--- config.mk ---
export PLATFORM = sky130hd
export DESIGN_NAME = axil_lite_master
export DESIGN_NICKNAME = d
export VERILOG_FILES = /design/src/rtl/axil_lite_master.sv
export SDC_FILE = /design/constraint.sdc
export NUM_CORES = 1
export LEC_CHECK = 0
export ABC_AREA = 1
export BUFFER_PORTS_ARGS = -buffer_cell sky130_fd_sc_hd__buf_2
export CORE_ASPECT_RATIO = 0.7
export CORE_MARGIN = 4
export CORE_UTILIZATION = 43
export DETAILED_ROUTE_END_ITERATION = 8
export PLACE_DENSITY = 0.76
export SLEW_MARGIN = 20
export SYNTH_ARGS = -nofsm -noshare
export SYNTH_HDL_FRONTEND = slang
export SYNTH_SLANG_ARGS = --single-unit
--- constraint.sdc ---
create_clock -name m1_axi_aclk -period 1.5 [get_ports m1_axi_aclk]
set_input_delay 0.225 -clock m1_axi_aclk [delete_from_list [all_inputs] [get_ports m1_axi_aclk]]
set_output_delay 0.225 -clock m1_axi_aclk [all_outputs]
set_load 0.05 [all_outputs]
--- src/rtl/axil_lite_master.sv ---
// axil_lite_master: single-outstanding AXI4-Lite initiator driven by a command/response port
module axil_lite_master #(
    parameter int DATA_WIDTH = 32,
    parameter int ADDR_WIDTH = 8
) (
    input  logic                    m1_axi_aclk,
    input  logic                    m1_axi_aresetn,
    input  logic                    cmd_valid,
    output logic                    cmd_ready,
    input  logic                    cmd_write,
    input  logic [ADDR_WIDTH-1:0]   cmd_addr,
    input  logic [DATA_WIDTH-1:0]   cmd_wdata,
    input  logic [DATA_WIDTH/8-1:0] cmd_wstrb,
    output logic                    rsp_valid,
    input  logic                    rsp_ready,
    output logic                    rsp_write,
    output logic [DATA_WIDTH-1:0]   rsp_rdata,
    output logic                    rsp_err,
    output logic [7:0]              err_count,
    output logic [ADDR_WIDTH-1:0]   m1_axi_awaddr,
    output logic                    m1_axi_awvalid,
    input  logic                    m1_axi_awready,
    output logic [DATA_WIDTH-1:0]   m1_axi_wdata,
    output logic [DATA_WIDTH/8-1:0] m1_axi_wstrb,
    output logic                    m1_axi_wvalid,
    input  logic                    m1_axi_wready,
    input  logic                    m1_axi_bresp,
    input  logic                    m1_axi_bvalid,
    output logic                    m1_axi_bready,
    output logic [ADDR_WIDTH-1:0]   m1_axi_araddr,
    output logic                    m1_axi_arvalid,
    input  logic                    m1_axi_arready,
    input  logic [DATA_WIDTH-1:0]   m1_axi_rdata,
    input  logic                    m1_axi_rresp,
    input  logic                    m1_axi_rvalid,
    output logic                    m1_axi_rready
);
    typedef enum logic [2:0] {IDLE, WR, WR_RESP, RD_ADDR, RD_DATA, RSP} state_t;

    state_t state;
    logic   aw_done;
    logic   w_done;
    logic   aw_next;
    logic   w_next;
    logic   err_sat;

    assign cmd_ready = (state == IDLE) & m1_axi_aresetn;
    assign aw_next   = aw_done | (m1_axi_awvalid & m1_axi_awready);
    assign w_next    = w_done | (m1_axi_wvalid & m1_axi_wready);
    assign err_sat   = (err_count == 8'hFF);

    // Transaction FSM; every AXI and response output is a register
    always_ff @(posedge m1_axi_aclk or negedge m1_axi_aresetn) begin
        if (!m1_axi_aresetn) begin
            state          <= IDLE;
            aw_done        <= 1'b0;
            w_done         <= 1'b0;
            m1_axi_awaddr  <= '0;
            m1_axi_awvalid <= 1'b0;
            m1_axi_wdata   <= '0;
            m1_axi_wstrb   <= '0;
            m1_axi_wvalid  <= 1'b0;
            m1_axi_bready  <= 1'b0;
            m1_axi_araddr  <= '0;
            m1_axi_arvalid <= 1'b0;
            m1_axi_rready  <= 1'b0;
            rsp_valid      <= 1'b0;
            rsp_write      <= 1'b0;
            rsp_rdata      <= '0;
            rsp_err        <= 1'b0;
            err_count      <= '0;
        end else begin
            case (state)
                IDLE: begin
                    if (cmd_valid) begin
                        if (cmd_write) begin
                            m1_axi_awaddr  <= cmd_addr;
                            m1_axi_wdata   <= cmd_wdata;
                            m1_axi_wstrb   <= cmd_wstrb;
                            m1_axi_awvalid <= 1'b1;
                            m1_axi_wvalid  <= 1'b1;
                            aw_done        <= 1'b0;
                            w_done         <= 1'b0;
                            state          <= WR;
                        end else begin
                            m1_axi_araddr  <= cmd_addr;
                            m1_axi_arvalid <= 1'b1;
                            state          <= RD_ADDR;
                        end
                    end
                end
                WR: begin
                    // AW and W complete independently; each valid drops on its own handshake
                    m1_axi_awvalid <= m1_axi_awvalid & ~m1_axi_awready;
                    m1_axi_wvalid  <= m1_axi_wvalid & ~m1_axi_wready;
                    aw_done        <= aw_next;
                    w_done         <= w_next;
                    if (aw_next && w_next) begin
                        m1_axi_bready <= 1'b1;
                        state         <= WR_RESP;
                    end
                end
                WR_RESP: begin
                    if (m1_axi_bvalid) begin
                        m1_axi_bready <= 1'b0;
                        rsp_valid     <= 1'b1;
                        rsp_write     <= 1'b1;
                        rsp_rdata     <= '0;
                        rsp_err       <= m1_axi_bresp;
                        err_count     <= (m1_axi_bresp && !err_sat) ? err_count + 8'd1 : err_count;
                        state         <= RSP;
                    end
                end
                RD_ADDR: begin
                    if (m1_axi_arready) begin
                        m1_axi_arvalid <= 1'b0;
                        m1_axi_rready  <= 1'b1;
                        state          <= RD_DATA;
                    end
                end
                RD_DATA: begin
                    if (m1_axi_rvalid) begin
                        m1_axi_rready <= 1'b0;
                        rsp_valid     <= 1'b1;
                        rsp_write     <= 1'b0;
                        rsp_rdata     <= m1_axi_rdata;
                        rsp_err       <= m1_axi_rresp;
                        err_count     <= (m1_axi_rresp && !err_sat) ? err_count + 8'd1 : err_count;
                        state         <= RSP;
                    end
                end
                RSP: begin
                    if (rsp_ready) begin
                        rsp_valid <= 1'b0;
                        state     <= IDLE;
                    end
                end
                default: state <= IDLE;
            endcase
        end
    end
endmodule

==> impl_results.md <==
- Top cell type's share of synthesized area: 58.8%
- Leak Pwr: 3.56 nW
- Via/cell ratio: 4.79
- Starting density of the core: 45.1%
- Post-synth top cells: 188 x nand2_1, 105 x dfrtp_1, 79 x o21ai_0
- Total GRT Usage: 19.4%
- H-tree depth: 3
- Core area: 9910 um2
- # nets final: 817
- Number of hold buffers added after cts: 0
- N_diodes: 0
- Power consumption: 16.9 mW
- Period minus WS final: 1530 ps
- Type of origin of the critical path: flip-flop
- Sequential fraction of design power: 28.6%
- CP max stage delay: 460 ps
- NetSw: 8.84 mW
- Post-Place Worst Slack: -42.6 ps
- Crit path cell chain: nor2_4 > nand2_4 > nor2_4 > buf_6
- Pwr Density: 2670 nW/um2
- Rows: 30
- CP Class: flip-flop to output port
- DRC: 0
- Final HPWL DP: 8.32 mm
- Internal power: 8.05 mW
- Die width: 130 um
- Max VDD drop: 0.00132 V
- Clock Skew: 8.11 ps
- Clock share of power: 15.3%
- First-pass GRT wire length: 19.0 mm
- # Max-Cap Violations: 0
- YS warnings: 0
- Failing checks: negative hold slack, negative setup slack
- Post-Syn Area per Cell: 8.56 um2
- Antenna-violating nets left: 0
- Die ar.: 12,100 um2
- Slowest-stage cell, CP: dfrtp_2
- HP Class: input port to async pin
- Post-layout util: 63.9%
- CTS tree: done
- Ports: 189
- Slew Limit Headroom: 61.6%
- Post-Syn Area: 4470 um2
- Asr flop ratio synth: 100%
- Worst-path clk slew: 70 ps
- Min Hold Slack: -32.4 ps
- Vias: 4,122
- Grt ovf: 0
- Slew @ Worst Pin: 576 ps
- Ys flop type: dfrtp_1
- Endpoints failing setup: 11
- Setup tns final: -154 ps
- Crit path arrival time: 1300 ps
- Post-synth EDFFs: 0
- Clk_lat worst skew: 350 ps
- Top Usage Layer GRT: met2
- CP Max Fanout: 5
- Critical path capture point type: output port
- Routability congestion estimate: 0.782
- Pin count of the biggest net entering global routing: 106
- Distinct cells, synth: 24
- Num CTS Buffers: 9
- 1st-iter DRT viols: 363
- Detailed Routing Iterations Pass 1: 5
- Worst Reg-to-Reg Cells: 7
- Routing usage on met3: 4.85%
- Antenna violations before repair: 0
- Fraction of layout instances using a drive strength above 1: 37.4%
- Final wirelength: 13.2 mm
- Number of global-route vias before repair: 3,907
- Fin. max-slew vios: 0
- Area leader, netlist: dfrtp_1
- Syn Nets: 611
- Sw frac: 52.3%
- Worst path required time: 1270 ps
- Fin. Hold Viols: 32
- Gate Count Post-Synth: 522
- Outcome: finished with violations
- Clk sinks: 105
- PortBufs: 188
- Yosys reg bits: 105
- Highest clock rate: 655 MHz
- GRT met1 Usage: 26.1%
- Top cells by area, synth: dfrtp_1 59%, nand2_1 16%, o21ai_0 8.8%
- Logic pwr share: 56.1%
- Most common cell in the synthesized netlist: nand2_1
- Unrepaired setup endpoints after global routing: yes
- PnR worst setup slack: -27.9 ps
- Met2 Use GR: 31.2%
- Die height: 93.3 um
- Root Buffer: clkbuf_16
- Per-cell routed wire length: 15.3 um
- Layout area overhead: 41.6%
- Sequential fraction of the synthesis area: 58.8%
- CTS Buffer Depth: 2
- Final Cycle Share: 102%
- Cell mode on critical path: nor2_4
cell type report:
| cell class | count | area (um2) |
|---|---|---|
| inverters | 66 | 250 |
| clock buffers | 9 | 225 |
| clock inverters | 7 | 101 |
| fillers | 813 | 3580 |
| repair buffers | 216 | 1350 |
| well taps | 128 | 160 |
| multi-input cells | 330 | 1610 |
| flip-flops and latches | 105 | 2640 |
layout by cell type, fill, tap and decap left out, types with 4 or more instances in the layout:
| cell | instances |
|---|---|
| buf_12 | 5 |
| buf_2 | 186 |
| buf_4 | 13 |
| buf_6 | 6 |
| clkbuf_16 | 14 |
| dfrtp_1 | 98 |
| dfrtp_2 | 7 |
| inv_1 | 62 |
| nand2_1 | 175 |
| nand2_2 | 11 |
| nand2_4 | 5 |
| nand3_1 | 18 |
| nand3_2 | 4 |
| nor2_1 | 6 |
| nor2_4 | 7 |
| o21ai_0 | 68 |
| o21ai_1 | 23 |
| xor2_1 | 4 |
state kept, by name, indices dropped and copies added, names as in the netlist:
signal and count:
m1_axi_wstrb 4, m1_axi_araddr 8, aw_done 1, rsp_valid 1, rsp_write 1, w_done 1
m1_axi_awvalid 1, m1_axi_awaddr 8, m1_axi_wvalid 1, rsp_err 1, err_count 8, state 3
m1_axi_rready 1, m1_axi_arvalid 1, m1_axi_bready 1, rsp_rdata 32, m1_axi_wdata 32
worst paths after layout:
| path | start | endpoint | slack (ps) |
|---|---|---|---|
| worst max-delay path | state[0] | cmd_ready | -30 |
| worst min-delay path | m1_axi_aresetn | m1_axi_wdata[23] | -30 |
| worst max register to register | state[0] | err_count[1] | -30 |
| worst min register to register | m1_axi_wdata[17] | m1_axi_wdata[17] | 480 |
| max in group asynchronous | m1_axi_aresetn | err_count[1] | 1030 |
| min in group m1_axi_aclk | cmd_wstrb[0] | m1_axi_wstrb[0] | 110 |
logic make-up (layout without fill, tap and decap cells):
group                      count (synthesis)  after routing  share of synthesized area (%)
buffers and inverters                     88            298                           8.62
AOI/OAI and AO/OA                         95             95                           10.7
xor gates and xnor gates                   4              4                          0.784
adders and majority gates                  1              1                          0.280
and+or+nand+nor                          229            230                           20.8
DFF                                      105            105                           58.8
stage by stage:
stage | cells | area (um2)
2_1_floorplan | 522 | 4510
3_3_place_gp | 822 | 5570
3_5_place_dp | 822 | 5570
4_1_cts | 844 | 5980
5_1_grt | 861 | 6330
6_report | 861 | 6330
worst max-delay path: cells and delay by family (launching register included):
| kind | cells | cell delay (ps) |
|---|---|---|
| flip-flops | 1 | 460 |
| AND/OR/NAND/NOR | 3 | 340 |
| buffers and inverters | 1 | 160 |
power by group through the flow:
stage	clock network (mW)	logic, mW	registers, mW
finish	2.58	9.47	4.84
global route	2.75	10.0	5.00
floorplan	0	2.19	8.90
global placement	0	8.17	4.79
CTS	2.63	8.59	4.80
detailed placement	0	8.36	4.83
what timing repair did:
item / 4_1_cts / 5_1_grt
pin swaps: 0 / 9
buffers inserted: 5 / 8
gates cloned: 1 / 9
resized for setup: 7 / 40
endpoints found under the setup margin: 20 / 83
layer usage:
layer  up-vias  share of wire [%]
met4         0                1.9
met2       152                 48
met1      1904                 44
li1       2040                  -
met3        26                6.6
met5         -                  0
(Power assumes the default switching activity.)
